File: config.mk
export PLATFORM = sky130hd
export DESIGN_NAME = bt_tx_scheduler
export DESIGN_NICKNAME = d
export VERILOG_FILES = /design/src/rtl/bt_tx_scheduler.sv
export SDC_FILE = /design/constraint.sdc
export NUM_CORES = 1
export LEC_CHECK = 0
export ABC_AREA = 1
export CORE_AREA = 2 2 81 83
export CTS_CLUSTER_SIZE = 20
export DETAILED_ROUTE_END_ITERATION = 8
export DIE_AREA = 0 0 83 85
export MAX_ROUTING_LAYER = met4
export PLACE_DENSITY = 0.8
export SYNTH_ARGS = -nofsm -noshare
export SYNTH_HDL_FRONTEND = slang
export SYNTH_SLANG_ARGS = --single-unit
File: constraint.sdc
create_clock -name clk -period 4.1 [get_ports clk]
set_input_delay 0.41 -clock clk [delete_from_list [all_inputs] [get_ports clk]]
set_output_delay 0.41 -clock clk [all_outputs]
set_load 0.05 [all_outputs]
File: src/rtl/bt_tx_scheduler.sv
`default_nettype none
// +--------------------------------------------------------------------------+
// | bt_tx_scheduler: arbitrates ack/move frame requests and serialises a     |
// | 5-byte frame to the UART transmitter with a per-byte timeout. Rev 1.0    |
// +--------------------------------------------------------------------------+
module bt_tx_scheduler #(
  parameter int unsigned TIMEOUT = 8192,
  parameter logic [7:0]  HEADER  = 8'hAA
) (
  input  logic       clk,
  input  logic       rst,
  input  logic       ack_req,
  input  logic [7:0] ack_x,
  input  logic [7:0] ack_y,
  input  logic       mv_req,
  input  logic [7:0] mv_x,
  input  logic [7:0] mv_y,
  output logic       ack_gnt,
  output logic       mv_gnt,
  output logic       tx_start,
  output logic [7:0] tx_data,
  input  logic       tx_done_tick,
  output logic       busy,
  output logic       frame_done,
  output logic       err
);

  typedef enum logic [0:0] {
    IDLE = 1'b0,
    WAIT = 1'b1
  } state_t;

  localparam logic [7:0]  C_TYPE_ACK = 8'h01;
  localparam logic [7:0]  C_TYPE_MV  = 8'h02;
  // Counter value from which one more idle cycle means expiry.
  localparam logic [15:0] C_CNT_LAST = 16'(TIMEOUT - 2);

  state_t      r_state, w_state_nxt;
  logic [2:0]  r_idx, w_idx_nxt;
  logic [15:0] r_cnt, w_cnt_nxt;
  logic        r_last_mv, w_last_mv_nxt;
  logic [7:0]  r_type, w_type_nxt;
  logic [7:0]  r_x, w_x_nxt;
  logic [7:0]  r_y, w_y_nxt;
  logic [7:0]  r_chk, w_chk_nxt;
  logic [7:0]  w_tx_data_nxt;
  logic [7:0]  w_byte_next;
  logic        w_ack_gnt_nxt, w_mv_gnt_nxt, w_tx_start_nxt;
  logic        w_busy_nxt, w_frame_done_nxt, w_err_nxt;
  logic        w_pick_ack;

  always_ff @(posedge clk or posedge rst) begin
    if (rst) begin
      r_state    <= IDLE;
      r_idx      <= 3'd0;
      r_cnt      <= 16'd0;
      r_last_mv  <= 1'b1;
      r_type     <= 8'h00;
      r_x        <= 8'h00;
      r_y        <= 8'h00;
      r_chk      <= 8'h00;
      ack_gnt    <= 1'b0;
      mv_gnt     <= 1'b0;
      tx_start   <= 1'b0;
      tx_data    <= 8'h00;
      busy       <= 1'b0;
      frame_done <= 1'b0;
      err        <= 1'b0;
    end else begin
      r_state    <= w_state_nxt;
      r_idx      <= w_idx_nxt;
      r_cnt      <= w_cnt_nxt;
      r_last_mv  <= w_last_mv_nxt;
      r_type     <= w_type_nxt;
      r_x        <= w_x_nxt;
      r_y        <= w_y_nxt;
      r_chk      <= w_chk_nxt;
      ack_gnt    <= w_ack_gnt_nxt;
      mv_gnt     <= w_mv_gnt_nxt;
      tx_start   <= w_tx_start_nxt;
      tx_data    <= w_tx_data_nxt;
      busy       <= w_busy_nxt;
      frame_done <= w_frame_done_nxt;
      err        <= w_err_nxt;
    end
  end

  always_comb begin
    w_state_nxt      = r_state;
    w_idx_nxt        = r_idx;
    w_cnt_nxt        = r_cnt;
    w_last_mv_nxt    = r_last_mv;
    w_type_nxt       = r_type;
    w_x_nxt          = r_x;
    w_y_nxt          = r_y;
    w_chk_nxt        = r_chk;
    w_tx_data_nxt    = tx_data;
    w_ack_gnt_nxt    = 1'b0;
    w_mv_gnt_nxt     = 1'b0;
    w_tx_start_nxt   = 1'b0;
    w_frame_done_nxt = 1'b0;
    w_err_nxt        = 1'b0;
    // On a tie the requester not served last wins.
    w_pick_ack       = ack_req && (!mv_req || r_last_mv);

    case (r_idx)
      3'd0:    w_byte_next = r_type;
      3'd1:    w_byte_next = r_x;
      3'd2:    w_byte_next = r_y;
      default: w_byte_next = r_chk;
    endcase

    case (r_state)
      IDLE: begin
        if (ack_req || mv_req) begin
          w_state_nxt    = WAIT;
          w_idx_nxt      = 3'd0;
          w_cnt_nxt      = 16'd0;
          w_tx_start_nxt = 1'b1;
          w_tx_data_nxt  = HEADER;
          if (w_pick_ack) begin
            w_type_nxt    = C_TYPE_ACK;
            w_x_nxt       = ack_x;
            w_y_nxt       = ack_y;
            w_chk_nxt     = C_TYPE_ACK ^ ack_x ^ ack_y;
            w_ack_gnt_nxt = 1'b1;
            w_last_mv_nxt = 1'b0;
          end else begin
            w_type_nxt    = C_TYPE_MV;
            w_x_nxt       = mv_x;
            w_y_nxt       = mv_y;
            w_chk_nxt     = C_TYPE_MV ^ mv_x ^ mv_y;
            w_mv_gnt_nxt  = 1'b1;
            w_last_mv_nxt = 1'b1;
          end
        end
      end
      WAIT: begin
        if (tx_done_tick) begin
          if (r_idx == 3'd4) begin
            w_state_nxt      = IDLE;
            w_frame_done_nxt = 1'b1;
          end else begin
            w_idx_nxt      = r_idx + 3'd1;
            w_cnt_nxt      = 16'd0;
            w_tx_start_nxt = 1'b1;
            w_tx_data_nxt  = w_byte_next;
          end
        end else if (r_cnt == C_CNT_LAST) begin
          w_state_nxt = IDLE;
          w_err_nxt   = 1'b1;
        end else begin
          w_cnt_nxt = r_cnt + 16'd1;
        end
      end
      default: w_state_nxt = IDLE;
    endcase

    w_busy_nxt = (w_state_nxt != IDLE);
  end

endmodule
`default_nettype wire

# After elaboration in Yosys (flattened, before gate mapping)
# Index checks and enable logic that the tools add are counted.
[word_totals] regBits=66 word_cells=75 input_bits=37 out_inout_bits=14
[classes] addsub=2 reduce_logical=8 n_mux=37 bitwise_logic=5 eq_ne=9
[ops] operator="$mux W16" count=4
[ops] operator="$mux W8" count=6
[ops] operator="$pmux W16 S2" count=1
[ops] operator="$pmux W8 S3" count=1
[ops] operator="$mux W1" count=17
[ops] operator="$add A16 B1 Y16 const B" count=1
[ops] operator="$eq A16 B13 Y1 const B" count=1
[ops] operator="$pmux W8 S2" count=1
[ops] operator="$xor A8 B8 Y8" count=2
[ops] operator="$mux W3" count=3
[ops] operator="$ne A2 B2 Y1 const B" count=3
[ops] operator="$ne A3 B3 Y1 const B" count=2
[ops] operator="$pmux W3 S2" count=1
[ops] operator="$reduce_and A3 Y1" count=2
[ops] operator="$pmux W1 S2" count=2
[ops] operator="$add A3 B1 Y3 const B" count=1
[ops] operator="$eq A3 B1 Y1 const B" count=1
[ops] operator="$eq A3 B2 Y1 const B" count=1
[ops] operator="$eq A3 B3 Y1 const B" count=1
[ops] operator="$logic_not A3 Y1" count=1
[ops] operator="$not A1 Y1" count=3
[ops] operator="$logic_or A1 B1 Y1" count=2
[ops] operator="$mux W2" count=1
[ops] operator="$reduce_and A2 Y1" count=1
[ops] operator="2 further kinds" count=2

# Depth between registers and ports, before layout
[logic_depth] ltp_word=6 mapped_depth=11 ltp_nobuf=10

# Worst setup path before layout
# OpenSTA, ideal clock, no wires.
[synth_path] path_type="register -> register" from="reg r_state" to="reg tx_data[7]" path_buffers=0 period_less_slack_ns=1.569 arrival_time_ns=1.451 required_time_ns=3.982 path_slack_ns=2.531 stages_incl_launch_ff=8 setup_time_ns=0.118 cell_sequence="dfrtp_1 nand2_1 nor2_4 nor2_4 inv_2 nand3_1 o21ai_1 inv_1"
[synth_between] elab_chain_cells=3 word_cells_on_any_way=6 cone_classes="eq/ne: 3; mux: 1; bitwise: 1; reduce/logical: 1"
[synth_lines] item="start, declared" line_no="38" text="state_t r_state, w_state_nxt;"
[synth_lines] item="start signal, assigned" line_no="70" text="r_state <= w_state_nxt;"
[synth_lines] item="$not A1 Y1 (no source line)"
[synth_lines] item="$ne A2 B2 Y1 (no source line)"
[synth_lines] item="$reduce_and A3 Y1 (no source line)"
[synth_lines] item="end signal, assigned" line_no="81" text="tx_data <= w_tx_data_nxt;"
[synth_lines] item="end, declared" line_no="21" text="output logic [7:0] tx_data,"
# Parallel ways exist; a longest one is shown, timed or not.
# A chain may end at the register's enable or synchronous reset.

==> metrics.md <==
| Metric | Value |
|---|---|
| Gr ovfl total | `0` |
| Pre-CTS setup slack | `approximately 1.8 ns` |
| MaxCap Viol Count | `0` |
| CP Class | `reg2out` |
| Fmax | `0.470 GHz` |
| Slew Limit Fails | `0` |
| Status | `finished clean` |
| LEAKAGE | `between 0.002 and 0.0025 uW` |
| Rows | `29` |
| Hold_sp | `tx_data[6]` |
| Clk slew on worst S/H paths | `0.06 ns` |
| EDFF count, synth | `0` |
| Slew headroom | `between 40% and 50%` |
| Setup_tns | `0 ns` |
| Post-CTS setup buffers | `0` |
| Final hold vios | `0` |
| Clock sink count | `60` |
| Startpoint types | `flop` |
| CTS root buffer | `clkbuf_8` |
| Crit path buf inv count | `1` |
| Post-DP HPWL | `roughly 5500 um` |
| Vias per inst | `about 5.1` |
| WP data arrival | `about 1.7 ns` |
| Slew at the pin closest to its max-slew limit | `around 0.86 ns` |
| Yosys warns | `0` |
| FF+latch count, synth | `60` |
| Final GP Congestion | `0.863` |
| Hold_buf cts | `0` |
| Port bufs | `50` |
| Clock Skew | `roughly 0.0076 ns` |
| Most frequent cell after synthesis | `nand2_1` |
| Seq/Total Area, Yosys | `between 40% and 50%` |
| Die W | `between 80 and 90 um` |
| Area growth, synth to finish | `22.5%` |
| P per Cell Area | `a little over 600 nW/um^2` |
| RSZ-0062 raised after global routing | `false` |
| Slowest CP cell | `clkdlybuf4s50_1` |
| Cell depth of the worst hold path | `2` |
| Max rail drop VDD | `just under 0.0003 V` |
| Clock Path Buffers | `2` |
| Unique masters post-synth | `28` |
| Post-route setup slack | `between 1.5 and 2 ns` |
| ANT cells | `0` |
| Synth top area cells | `dfrtp_1 45%, nand2_1 17%, inv_1 5.7%, o21ai_0 4.1%, nand3_1 3.7%` |
| Data required time at the worst endpoint | `~3.7 ns` |
| Syn_nets | `between 400 and 500` |
| Initial antenna violation count | `0` |
| Post-CTS Resized | `0` |
| Initial Util | `52.8%` |
| Largest net degree at the start of global routing | `40` |
| Layout cells sized above 1 | `between 8 and 9%` |
| Worst path top cell family by delay | `buffers and inverters` |
| Reg2Reg Depth | `7` |
| I/O pin count | `just over 50` |
| Synth top area share | `45.1%` |
| Total GRT Usage | `about 23%` |
| Drt pass-1 iters | `4` |
| Vias in the first global route | `between 2000 and 3000` |
| Reg2reg setup slack | `2.30 ns` |
| Crit. End Element | `output port` |
| H-tree depth | `3` |
| Commonest cells post-synth | `150 x nand2_1, 59 x dfrtp_1, 50 x inv_1` |
| Syn avg cell area | `~7.5 um^2` |
| First-pass GRT wire length | `around 12000 um` |
| Worst hold path type | `reg2reg` |
| Drt total wl | `7410 um` |
| # fillers | `556` |
| Die Height | `~85 um` |
| Crit path max fanout | `8` |
| WL/cell | `approximately 13 um` |
| DR DRC count | `0` |
| CTS buffer count | `9` |
| Final worst-path cycle share | `slightly above 50%` |
| Top_reg_cell synth | `dfrtp_1` |
| Netlist Area Pre-Place | `~3300 um^2` |
| CTS tree | `built` |
| Setup violations, final | `0` |
| Critical path cell sequence | `clkdlybuf4s50_1` |
| Worst path depth | `1` |
| Hold path endpoint | `tx_data[6]` |
| Time the worst path needs with I/O delays and setup | `approximately 2.1 ns` |
| Slowest Stage Delay on Critical Path | `approximately 0.86 ns` |
| Worst reg2reg path endpoint | `r_x[5]` |
| Skew-Pair Late Insertion Delay | `approximately 0.34 ns` |
| Die footprint | `~7100 um^2` |
| Core area | `~6200 um^2` |
| Post-Syn Instances | `between 400 and 500` |
| Final net count | `around 530` |
| Crit Reg-Reg Startpoint | `r_state` |
| Routed Antenna Nets | `0` |
| DR iter-0 viols | `around 140` |
| Leading area contributor after synthesis | `dfrtp_1` |
| Asr flop ratio synth | `100%` |
| Via Count | `between 2000 and 3000` |
[report_power, final]
group          switching, uW  total (uW)  internal [uW]
clock network            214         474            260
logic                    722        1090            366
registers                118         928            810
[routing by layer]
metal	wire, um	part of all wire [%]	up-vias	track usage [%]
li1	-	-	1475	-
met1	3290	44	1333	26.7
met2	3750	51	70	38.8
met3	289	3.9	10	5.74
met4	84	1.1	0	6.26
met5	0	0	-	-
[worst max path at each step]
| stage | to | start | slack [ns] |
|---|---|---|---|
| floorplan | ack_gnt | rst | 2.21 |
| global placement | r_y[5] | mv_req | 1.85 |
| detailed placement | r_x[5] | mv_req | 1.78 |
| CTS | busy | r_state | 1.96 |
| global route | r_x[5] | mv_req | 1.91 |
| finish | busy | r_state | 1.97 |
[stage by stage]
stage	utilization (%)	instance area, um^2	total power, uW	cells	hold slack, ns
floorplan	-	3270	1700	438	0.444
global placement	61.8	3830	1980	557	0.460
detailed placement	61.8	3830	2020	557	0.468
CTS	64.6	4010	2500	571	0.485
global route	64.6	4010	2660	571	0.492
finish	64.6	4010	2490	571	0.482
[state kept, by name (all words and copies together), names as in the netlist, 2 cells and up]
| name | cells |
|---|---|
| tx_data | 8 |
| r_chk | 8 |
| r_y | 8 |
| r_cnt | 16 |
| r_idx | 3 |
| r_x | 8 |
| r_type | 2 |
[cells by family after synthesis]
kind of cell               share of synthesized area [%]
xor gates and xnor gates                            4.28
DFF                                                 45.9
and+or+nand+nor                                     28.1
AOI/OAI and AO/OA                                   10.8
adders and majority gates                           2.29
buffers and inverters                               8.64
[cell usage in the layout (no fill, tap or decap), types with 12 or more instances in the layout]
| cell | Yosys | final |
|---|---|---|
| nand2_1 | 150 | 150 |
| dfrtp_1 | 59 | 59 |
| clkdlybuf4s50_1 | 0 | 50 |
| inv_1 | 50 | 49 |
| nor2_1 | 29 | 29 |
| o21ai_0 | 27 | 27 |
| nand3_1 | 24 | 24 |
| a21oi_1 | 15 | 15 |
| inv_2 | 12 | 13 |
| clkbuf_8 | 0 | 12 |
[area by class of cell]
type	count	area [um^2]	area share, %
clock inverters	2	10.0	0.250
multi-input cells	306	1490	37.1
well taps	77	96.3	2.40
inverters	62	233	5.80
clock buffers	12	165	4.12
flip-flops and latches	60	1500	37.5
repair buffers	52	515	12.9
Note: power is estimated with default switching activity, not from simulation.
